===== config.mk =====
export PLATFORM = sky130hd
export DESIGN_NAME = back_scroll_renderer
export DESIGN_NICKNAME = d
export VERILOG_FILES = /design/src/rtl/back_scroll_renderer.sv
export SDC_FILE = /design/constraint.sdc
export NUM_CORES = 1
export LEC_CHECK = 0
export BUFFER_PORTS_ARGS = -buffer_cell sky130_fd_sc_hd__buf_2
export CORE_ASPECT_RATIO = 1.2
export CORE_UTILIZATION = 55
export CTS_BUF_LIST = sky130_fd_sc_hd__clkbuf_8 sky130_fd_sc_hd__clkbuf_16
export CTS_CLUSTER_DIAMETER = 30
export CTS_CLUSTER_SIZE = 24
export DETAILED_ROUTE_END_ITERATION = 10
export PLACE_DENSITY = 0.8
export SLEW_MARGIN = 20
export SYNTH_ARGS = -nofsm -noshare
export SYNTH_HDL_FRONTEND = slang
export SYNTH_SLANG_ARGS = --single-unit

===== constraint.sdc =====
create_clock -name pixelClOCK -period 14.4 [get_ports pixelClOCK]
set_clock_uncertainty 0.05 [all_clocks]
set_input_delay 0 -clock pixelClOCK [delete_from_list [all_inputs] [get_ports pixelClOCK]]
set_output_delay 0 -clock pixelClOCK [all_outputs]
set_load 0.005 [all_outputs]

===== src/rtl/back_scroll_renderer.sv =====
// -----------------------------------------------------------------------------
// back_scroll_renderer
//
// Purpose:
//   Pixel-side consumer of the two-layer background scroll interface. Once per
//   frame it takes a tear-free snapshot of the scroll values. For each pixel it
//   converts the screen coordinate (hCount, vCount) into a background-ROM
//   address and a layer-hit code. The result appears after a fixed two-cycle
//   latency.
//
// Ports:
//   pixelClOCK              pixel clock (only clock)
//   resetN                  synchronous, active-low reset
//   frameStart              one-cycle pulse ahead of the first visible pixel
//   BACK1X/Y, BACK2X/Y      layer screen origins (animation domain, sampled)
//   BACK1SKIPX, BACK2SKIPX  first image column shown for each layer
//   hCount, vCount          current pixel coordinate
//   pixelValid              hCount/vCount are meaningful this cycle
//   BACKADDR                ROM address, row*IMG_W + col (0 when no hit)
//   BACKLAYER               0 = no hit, 1 = layer1, 2 = layer2
//   BACKVALID               pixelValid delayed by two cycles
//   staleFrame              the snapshot for this frame was not refreshed
// -----------------------------------------------------------------------------
module back_scroll_renderer #(
    parameter int SCREEN_W = 640,
    parameter int SCREEN_H = 480,
    parameter int IMG_W    = 640,
    parameter int IMG_H    = 480,
    parameter int ADDR_W   = 19
) (
    input  logic              pixelClOCK,
    input  logic              resetN,
    input  logic              frameStart,
    input  logic [9:0]        BACK1X,
    input  logic [9:0]        BACK1Y,
    input  logic [9:0]        BACK2X,
    input  logic [9:0]        BACK2Y,
    input  logic [9:0]        BACK1SKIPX,
    input  logic [9:0]        BACK2SKIPX,
    input  logic [9:0]        hCount,
    input  logic [9:0]        vCount,
    input  logic              pixelValid,
    output logic [ADDR_W-1:0] BACKADDR,
    output logic [1:0]        BACKLAYER,
    output logic              BACKVALID,
    output logic              staleFrame
);

    localparam logic [10:0]       SW_L  = 11'(SCREEN_W);
    localparam logic [10:0]       SH_L  = 11'(SCREEN_H);
    localparam logic [10:0]       IW_L  = 11'(IMG_W);
    localparam logic [10:0]       IH_L  = 11'(IMG_H);
    localparam logic [ADDR_W-1:0] IW_A  = ADDR_W'(IMG_W);

    // ------------------------------------------------------------------
    // Input sampling and stability detection
    // ------------------------------------------------------------------
    logic [59:0] in_bus;
    logic [59:0] samp_q;
    // Cleared by reset so the very first cycle afterwards never counts as stable.
    logic        samp_vld_q;
    logic        stable;
    logic        capture;

    assign in_bus  = {BACK1X, BACK1Y, BACK2X, BACK2Y, BACK1SKIPX, BACK2SKIPX};
    // The value arriving this cycle must match the value captured last cycle,
    // so a change landing on the frameStart cycle itself is caught.
    assign stable  = samp_vld_q && (in_bus == samp_q);
    assign capture = frameStart && stable;

    // Unpacked views of the sample, index 0 = layer1, 1 = layer2
    logic [9:0] samp_x [2];
    logic [9:0] samp_y [2];
    logic [9:0] samp_s [2];

    assign samp_x[0] = samp_q[59:50];
    assign samp_y[0] = samp_q[49:40];
    assign samp_x[1] = samp_q[39:30];
    assign samp_y[1] = samp_q[29:20];
    assign samp_s[0] = samp_q[19:10];
    assign samp_s[1] = samp_q[9:0];

    // ------------------------------------------------------------------
    // Shadow registers and effective (this-cycle) scroll values
    // ------------------------------------------------------------------
    logic [9:0] org_x_q [2];
    logic [9:0] org_y_q [2];
    logic [9:0] skip_q  [2];
    logic [9:0] skip_fold [2];
    logic [9:0] eff_x [2];
    logic [9:0] eff_y [2];
    logic [9:0] eff_s [2];
    logic       stale_q;

    // Per-layer hit test results
    logic        hit   [2];
    logic [10:0] row_l [2];
    logic [10:0] col_l [2];

    logic [10:0] x11;
    logic [10:0] y11;
    logic        on_screen;

    assign x11       = {1'b0, hCount};
    assign y11       = {1'b0, vCount};
    assign on_screen = (x11 < SW_L) && (y11 < SH_L);

    genvar gi;
    generate
        for (gi = 0; gi < 2; gi++) begin : g_layer
            logic [10:0] right_bound;
            logic [10:0] row_raw;
            logic [10:0] col_raw;
            logic        in_x;
            logic        row_ok;

            // A single subtraction folds oversize skip values into range.
            assign skip_fold[gi] = ({1'b0, samp_s[gi]} >= IW_L)
                                   ? 10'({1'b0, samp_s[gi]} - IW_L)
                                   : samp_s[gi];

            // A snapshot taken this very cycle is already visible to the pixel
            // presented alongside frameStart.
            assign eff_x[gi] = capture ? samp_x[gi]    : org_x_q[gi];
            assign eff_y[gi] = capture ? samp_y[gi]    : org_y_q[gi];
            assign eff_s[gi] = capture ? skip_fold[gi] : skip_q[gi];

            // Layer1 runs to the screen edge; layer2 stops where layer1 starts.
            // An empty layer falls out naturally because its range is empty.
            if (gi == 0) begin : g_right_scr
                assign right_bound = SW_L;
            end else begin : g_right_l1
                assign right_bound = {1'b0, eff_x[0]};
            end

            assign in_x    = (x11 >= {1'b0, eff_x[gi]}) && (x11 < right_bound);
            assign row_raw = y11 - {1'b0, eff_y[gi]};
            assign row_ok  = (y11 >= {1'b0, eff_y[gi]}) && (row_raw < IH_L);
            assign col_raw = x11 - {1'b0, eff_x[gi]} + {1'b0, eff_s[gi]};

            assign hit[gi]   = on_screen && in_x && row_ok;
            assign row_l[gi] = row_raw;
            assign col_l[gi] = (col_raw >= IW_L) ? (col_raw - IW_L) : col_raw;

            always_ff @(posedge pixelClOCK) begin
                if (!resetN) begin
                    org_x_q[gi] <= '0;
                    org_y_q[gi] <= '0;
                    skip_q[gi]  <= '0;
                end else if (capture) begin
                    org_x_q[gi] <= samp_x[gi];
                    org_y_q[gi] <= samp_y[gi];
                    skip_q[gi]  <= skip_fold[gi];
                end
            end
        end
    endgenerate

    // ------------------------------------------------------------------
    // Stage 1: layer select
    // ------------------------------------------------------------------
    logic        s1_vld_q,   s1_vld_d;
    logic [1:0]  s1_layer_q, s1_layer_d;
    logic [10:0] s1_row_q,   s1_row_d;
    logic [10:0] s1_col_q,   s1_col_d;

    always_comb begin
        s1_vld_d   = pixelValid;
        s1_layer_d = 2'd0;
        s1_row_d   = '0;
        s1_col_d   = '0;
        if (hit[0]) begin
            s1_layer_d = 2'd1;
            s1_row_d   = row_l[0];
            s1_col_d   = col_l[0];
        end else if (hit[1]) begin
            s1_layer_d = 2'd2;
            s1_row_d   = row_l[1];
            s1_col_d   = col_l[1];
        end
    end

    // ------------------------------------------------------------------
    // Stage 2: address generation
    // ------------------------------------------------------------------
    logic [ADDR_W-1:0] addr_d;

    always_comb begin
        addr_d = '0;
        if (s1_layer_q != 2'd0) begin
            addr_d = ADDR_W'(s1_row_q) * IW_A + ADDR_W'(s1_col_q);
        end
    end

    always_ff @(posedge pixelClOCK) begin
        if (!resetN) begin
            samp_q     <= '0;
            samp_vld_q <= 1'b0;
            stale_q    <= 1'b0;
            s1_vld_q   <= 1'b0;
            s1_layer_q <= 2'd0;
            s1_row_q   <= '0;
            s1_col_q   <= '0;
            BACKADDR   <= '0;
            BACKLAYER  <= 2'd0;
            BACKVALID  <= 1'b0;
        end else begin
            samp_q     <= in_bus;
            samp_vld_q <= 1'b1;
            if (frameStart) begin
                stale_q <= !stable;
            end
            s1_vld_q   <= s1_vld_d;
            s1_layer_q <= s1_layer_d;
            s1_row_q   <= s1_row_d;
            s1_col_q   <= s1_col_d;
            BACKADDR   <= addr_d;
            BACKLAYER  <= s1_layer_q;
            BACKVALID  <= s1_vld_q;
        end
    end

    assign staleFrame = stale_q;

endmodule


==> results of run 1 <==
==> worst register-to-register path, stage by stage, from the launching register on <==
cell and delay (ps):
dfxtp_1 440, xnor2_1 160, nand4_1 240, nor4_1 410, nand2_1 140, or4_4 990, mux2i_1 410, inv_1 100
fa_1 500, inv_1 70, fa_1 460, a211oi_1 370, nor2_1 110, xor2_1 170, nor3_1 260, or4b_2 620
a211o_1 310, nand3_1 90, a32o_1 160
==> state kept, by name, summed over array words and instances (netlist names) <==
register and cells:
samp_vld_q 1, s1_vld_q 1, s1_layer_q 2, s1_row_q 11, samp_q 60, BACKVALID 1, skip_q 20, staleFrame 1
org_y_q 20, BACKADDR 19, org_x_q 20, BACKLAYER 2, s1_col_q 11
==> cell usage after synthesis, drive strengths merged, types with 3 or more instances <==
library cell	n	area, um2
o31ai	6	45.0
o31a	4	35.0
o32ai	3	26.3
a2111oi	5	50.0
o22ai	15	93.8
a21o	16	120
nand2b	9	56.3
nor4	9	56.3
and3	66	413
or2	5	31.3
ha	87	1090
or4	5	41.3
a211o	5	43.8
nand3	17	85.1
a311oi	3	26.3
o21bai	4	30.0
nor2	65	244
o21a	14	105
inv	103	387
xnor2	59	517
clkbuf	21	78.8
nand2	45	169
nor2b	17	106
mux2i	56	561
o211ai	4	30.0
a22o	6	52.6
and2	54	338
buf	10	61.3
fa	24	480
nor3	11	55.1
o21ai	21	105
edfxtp	60	1800
nand4	13	87.6
xor2	20	175
dfxtp	109	2180
a21oi	36	180
or3	3	18.8
a211oi	7	52.6
o2bb2ai	9	78.8
==> cell families after synthesis <==
group | after synthesis
AO/OA/AOI/OAI | 181
XOR/XNOR | 79
adder cells (fa/ha/maj) | 111
buffers and inverters | 135
flip-flops | 169
multiplexers | 58
other | 1
AND/OR/NAND/NOR | 328
==> per-layer routing <==
metal	vias up	routed length, um	track usage [%]	part of all wire (%)
met5	-	0	0	0
met4	0	987	13.2	3.9
met3	63	1200	3.92	4.7
met2	250	12900	47.7	50
met1	3921	10500	32.4	41
li1	4099	-	-	-
==> power by group through the flow <==
stage | clock network [mW] | registers [mW] | logic, mW
2_1_floorplan | 0 | 0.531 | 0.218
3_3_place_gp | 0 | 0.534 | 0.289
3_5_place_dp | 0 | 0.536 | 0.294
4_1_cts | 0.453 | 0.525 | 0.310
5_1_grt | 0.475 | 0.527 | 0.350
6_report | 0.453 | 0.525 | 0.317
==> per-stage QoR <==
stage | cell area [um2] | setup slack (ps) | power, mW | instances | hold slack, ps
floorplan | 10400 | 9180 | 0.750 | 1063 | -22.3
global placement | 11200 | 8440 | 0.824 | 1394 | 155
detailed placement | 11200 | 8380 | 0.829 | 1394 | 161
CTS | 12400 | 8340 | 1.29 | 1491 | 66.9
global route | 12400 | 7890 | 1.35 | 1492 | 102
finish | 12400 | 8290 | 1.29 | 1492 | 69.7
==> path summary, 6_finish.rpt <==
kind / startpoint / endpoint / slack [ps] / depth (start not counted)
worst max-delay path: samp_q[54]$_SDFF_PN0_ / s1_col_q[8]$_SDFF_PN0_ / 8290 / 18
worst max register to register: samp_q[54]$_SDFF_PN0_ / s1_col_q[8]$_SDFF_PN0_ / 8290 / 18
worst min register to register: s1_col_q[3]$_SDFF_PN0_ / BACKADDR[3]$_SDFF_PN0_ / 390 / 1
worst min-delay path: vCount[2] / s1_row_q[2]$_SDFF_PN0_ / 70 / 4
==> final cells by class <==
class	count	area, um2	area share, %
multi-input cells	759	5930	47.8
diodes	1	2.50	0.0202
clock inverters	14	135	1.09
repair buffers	175	1210	9.76
flip-flops and latches	169	3980	32.1
inverters	104	390	3.15
well taps	252	315	2.54
clock buffers	18	439	3.54
==> timing repair <==
action                                 in CTS  in global routing
endpoints found under the hold margin      65                  0
setup endpoints to repair                   0                  0
hold buffers                               65                  0
==> flow_summary.json, run 1 <==
{
  "synth-compound-area-share_pct": 12.3,
  "cts_repair_resize_count": 0,
  "hpwl_mm": 18.7,
  "port_buffers": 106,
  "hold_path_class": "in2reg",
  "die_w_um": 128,
  "rsz0062_at_grt": "no",
  "cp_slowest_stage_delay_ps": 990,
  "maxSlewViolCount": 0,
  "io_pins": 107,
  "critPathSlowestCell": "or4_4",
  "grt_max_degree": 121,
  "synth_simple_gate_area_share_pct": 17.1,
  "die_area_mm2": 0.0195,
  "cp.required_ps": 14730,
  "synth-seq-cells": 169,
  "path_class": "reg2reg",
  "p_seq_share_pct": 40.6,
  "core.rowCount": 54,
  "area_delta_synth_final_pct": 18.9,
  "cts_made_buffers": 17,
  "vdd_ir_drop_max_v": 0.0000906,
  "clkPwrFrac_pct": 35.0,
  "comb_power_share_pct": 24.5,
  "syn_avg_cell_area_um2": 9.82,
  "crit_path_start_kind": "flip-flop",
  "postRouteAntennaNets": 0,
  "p_int_uw": 897,
  "synth_cell_types": 71,
  "endpoint_kind": "flip-flop",
  "final.fill_count": 1446,
  "timing.fmax_ghz": 0.164,
  "critPathArrivalTime_ps": 6440,
  "grt_pass1_vias": 8318,
  "maxSlewHeadroom_pct": 30.9,
  "antenna_found_initial": 1,
  "period_minus_slack_ps": 6110,
  "synthArstFlopShare_pct": 0,
  "drt_iter0_drc": 560,
  "tightestPinTransition_ps": 1040,
  "initial_core_util_pct": 56.8,
  "cap_violations": 0,
  "leakage_nw": 5.95,
  "grtUsageTotal_pct": 27.2,
  "yosysWarnings": 0,
  "final_common_cell": "dfxtp_1",
  "synth-xor-area-share_pct": 6.63,
  "cts_tree": "done",
  "p_per_area_mw_per_mm2": 104,
  "synth_ff_type": "dfxtp_1",
  "final_nets": 1421,
  "power.switching_uw": 398,
  "clock_path_buffers": 2,
  "vias_per_cell": 5.59,
  "crit_path_max_fanout": 65,
  "routed_wirelength_mm": 25.6,
  "htree_levels": 4,
  "fin_crit_sh_pct": 42.4,
  "die_y_um": 153,
  "remaining_drc_errors": 0,
  "grt-ovfl-total": 0,
  "p_sw_share_pct": 30.7,
  "hold_violations": 0,
  "setup_viol": 0,
  "cts_root_buf": "clkbuf_16",
  "post-route-util_pct": 67.5,
  "muxShareOfSynthArea_pct": 5.59,
  "synth_fa_ha_area_share_pct": 15.0,
  "synth-edff-count": 60,
  "post_drt_wl_per_cell_um": 17.2,
  "status": "finished, final reports clean",
  "dr.pass1.iters": 5,
  "core_mm2": 0.0184,
  "drive_gt1_share_pct": 12.8,
  "synth_area_mm2": 0.0104,
  "gp_congestion": 0.933,
  "clk-insertion-delay-late_ps": 440,
  "num_vias": 8333,
  "crit_buf_inv": 2,
  "critical_path.cell_chain": "xnor2_1 -> nand4_1 -> nor4_1 -> nand2_1 -> or4_4 -> mux2i_1 -> inv_1 -> fa_1 -> inv_1 -> fa_1 -> a211oi_1 -> nor2_1 -> xor2_1 -> nor3_1 -> or4b_2 -> a211o_1 -> nand3_1 -> a32o_1",
  "path_delay_family": "simple AND/OR/NAND/NOR gates",
  "cts_setup_buffers": 0,
  "setup_tns_ps": 0,
  "synth_top_family_by_area": "simple AND/OR/NAND/NOR gates",
  "grt_pass1_wl_mm": 40.9,
  "synth_cells": 1062,
  "clock-sinks": 169,
  "clk_pin_slew_ps": 70,
  "final_cell_mix": "109 x dfxtp_1, 106 x buf_2, 102 x inv_1",
  "yosysSeqAreaShare_pct": 38.2
}
No activity file was read; power rests on OpenSTA's default activity.
==> run 2: changes to the inputs <==
==> constraint.sdc (replaced) <==
create_clock -name pixelClOCK -period 5.8 [get_ports pixelClOCK]
set_clock_uncertainty 0.05 [all_clocks]
set_input_delay 0 -clock pixelClOCK [delete_from_list [all_inputs] [get_ports pixelClOCK]]
set_output_delay 0 -clock pixelClOCK [all_outputs]
set_load 0.005 [all_outputs]
==> run 2 against run 1 <==
  * Routed wire length up 5.9%
  * Critical path depth grew 3
  * Sequential power up 150%
  * Worst hold slack better by 38 ps
  * Non-clock buffer count grew 14
  * Via count rose by 3.7%
  * Sequential cell count is the same
  * Core utilization up 1.1 points
  * Clock power grew to 2.5 times the previous value
  * Critical endpoint unchanged
  * Die area did not move
  * Sequential share of layout area is 0.53 points lower
==> flow_summary.json, run 2 (synthesis results as in run 1) <==
{
  "htree_levels": 4,
  "cts_root_buf": "clkbuf_16",
  "fin_crit_sh_pct": 96.8,
  "core.rowCount": 54,
  "p_sw_share_pct": 30.7,
  "grt_pass1_wl_mm": 42.8,
  "core_mm2": 0.0184,
  "worstHoldPathCells": 4,
  "gp_congestion": 0.896,
  "period_minus_slack_ps": 5620,
  "die_y_um": 153,
  "tightestPinTransition_ps": 877,
  "largest_register_ffs": 60,
  "path_class": "reg2reg",
  "p_seq_share_pct": 40.0,
  "multi_input_area_mm2": 0.00599,
  "diodes": 0,
  "final.fill_count": 1393,
  "critPathArrivalTime_ps": 5890,
  "io_pins": 107,
  "comb_power_share_pct": 24.9,
  "grt-ovfl-total": 0,
  "hold_violations": 0,
  "clkPwrFrac_pct": 35.1,
  "hpwl_mm": 19.8,
  "final_nets": 1436,
  "grtUsageTotal_pct": 28.3,
  "routed_wirelength_mm": 27.1,
  "r2r_end": "s1_col_q[8]$_SDFF_PN0_",
  "remaining_drc_errors": 0,
  "p_per_area_mw_per_mm2": 259,
  "postRouteAntennaNets": 0,
  "crit_path_start_kind": "flip-flop",
  "endpoint_kind": "flip-flop",
  "initial_core_util_pct": 56.8,
  "hold_path_class": "in2reg",
  "r2r_cells": 21,
  "grt_pass1_vias": 8512,
  "clk_pin_slew_ps": 70,
  "leakage_nw": 6.03,
  "cp.required_ps": 6080,
  "post-route-util_pct": 68.6,
  "seq_area_mm2": 0.00399,
  "setup_viol": 0,
  "grt_max_degree": 116,
  "clock_path_buffers": 2,
  "antenna_found_initial": 0,
  "area_delta_synth_final_pct": 21.0,
  "dr.pass1.iters": 7,
  "fin_ws_ps": 183,
  "cap_violations": 0,
  "power.switching_mw": 1.00,
  "min_to": "s1_row_q[4]$_SDFF_PN0_",
  "maxSlewHeadroom_pct": 41.5,
  "regMostFlops": "samp_q",
  "cts_made_buffers": 17,
  "status": "finished, final reports clean",
  "die_area_mm2": 0.0195,
  "final_cell_mix": "108 x dfxtp_1, 106 x buf_2, 102 x inv_1",
  "holdCritStartpoint": "vCount[4]",
  "post_drt_wl_per_cell_um": 18.0,
  "p_int_mw": 2.26,
  "drt_iter0_drc": 623,
  "final_common_cell": "dfxtp_1",
  "reg2reg_slack_ps": 180,
  "r2r-start": "samp_q[9]$_SDFF_PN0_",
  "clk-insertion-delay-late_ps": 440,
  "die_w_um": 128,
  "crit_path_max_fanout": 8,
  "maxSlewViolCount": 0,
  "vdd_ir_drop_max_v": 0.000217,
  "vias_per_cell": 5.74,
  "drive_gt1_share_pct": 14.5,
  "hold_ws_ps": 108,
  "cts_tree": "done",
  "num_vias": 8642,
  "clock-sinks": 169,
  "post-place-ws_ps": 153,
  "port_buffers": 106,
  "timing.fmax_ghz": 0.178
}
==> run 2: power groups by stage <==
stage	registers, mW	logic, mW	clock network, mW
finish	1.31	0.815	1.15
global route	1.31	0.899	1.20
CTS	1.30	0.786	1.15
detailed placement	1.33	0.742	0
global placement	1.33	0.723	0
floorplan	1.32	0.542	0
==> run 2: cell type report <==
cell class,count,area share (%)
inverter,104,3.09
multi-input combinational,760,47.5
timing repair buffer,189,10.6
tap,252,2.50
sequential,169,31.6
clock buffer,21,3.99
clock inverter,11,0.764
==> run 2: metrics by stage <==
step	total power, mW	cells	TNS (ps)	area (um2)
floorplan	1.86	1063	0	10400
global placement	2.05	1402	0	11300
detailed placement	2.07	1402	0	11300
CTS	3.24	1500	0	12500
global route	3.41	1506	-14.9	12600
finish	3.27	1506	0	12600
==> run 2: worst max-delay path by stage <==
stage	end	slack [ps]	cells past startpoint	startpoint
detailed placement	s1_col_q[8]$_SDFF_PN0_	150	20	samp_q[44]$_SDFF_PN0_
global route	s1_col_q[8]$_SDFF_PN0_	-10	21	samp_q[9]$_SDFF_PN0_
floorplan	s1_col_q[8]$_SDFF_PN0_	580	19	samp_q[39]$_SDFF_PN0_
global placement	s1_col_q[8]$_SDFF_PN0_	310	20	samp_q[44]$_SDFF_PN0_
finish	s1_col_q[8]$_SDFF_PN0_	180	21	samp_q[9]$_SDFF_PN0_
CTS	s1_col_q[8]$_SDFF_PN0_	20	20	samp_q[44]$_SDFF_PN0_
==> run 2: repair_timing <==
action	in CTS	in global routing
buffers inserted	0	5
resized for setup	0	12
hold endpoints to repair	68	0
hold buffers	66	0
setup endpoints to repair	0	4
==> run 2: worst max-delay path: stages, from the launching register on <==
cell,delay (ps)
dfxtp_2,370
inv_2,60
o2bb2ai_1,120
a221o_1,300
a2111oi_4,360
nand3_1,200
or4_4,680
buf_4,230
mux2i_2,210
inv_1,90
fa_1,520
fa_1,470
nand2b_1,200
a21o_1,200
a32oi_2,250
xor2_1,160
inv_1,140
ha_1,200
inv_1,90
o31ai_2,280
o32ai_1,130
a32o_1,200
==> run 2: routing by layer <==
metal	vias to the layer above	GRT usage [%]	wire, um
li1	4130	-	-
met1	4088	33.1	10900
met2	344	50.0	13600
met3	80	4.66	1480
met4	0	13.7	1180
met5	-	0	0
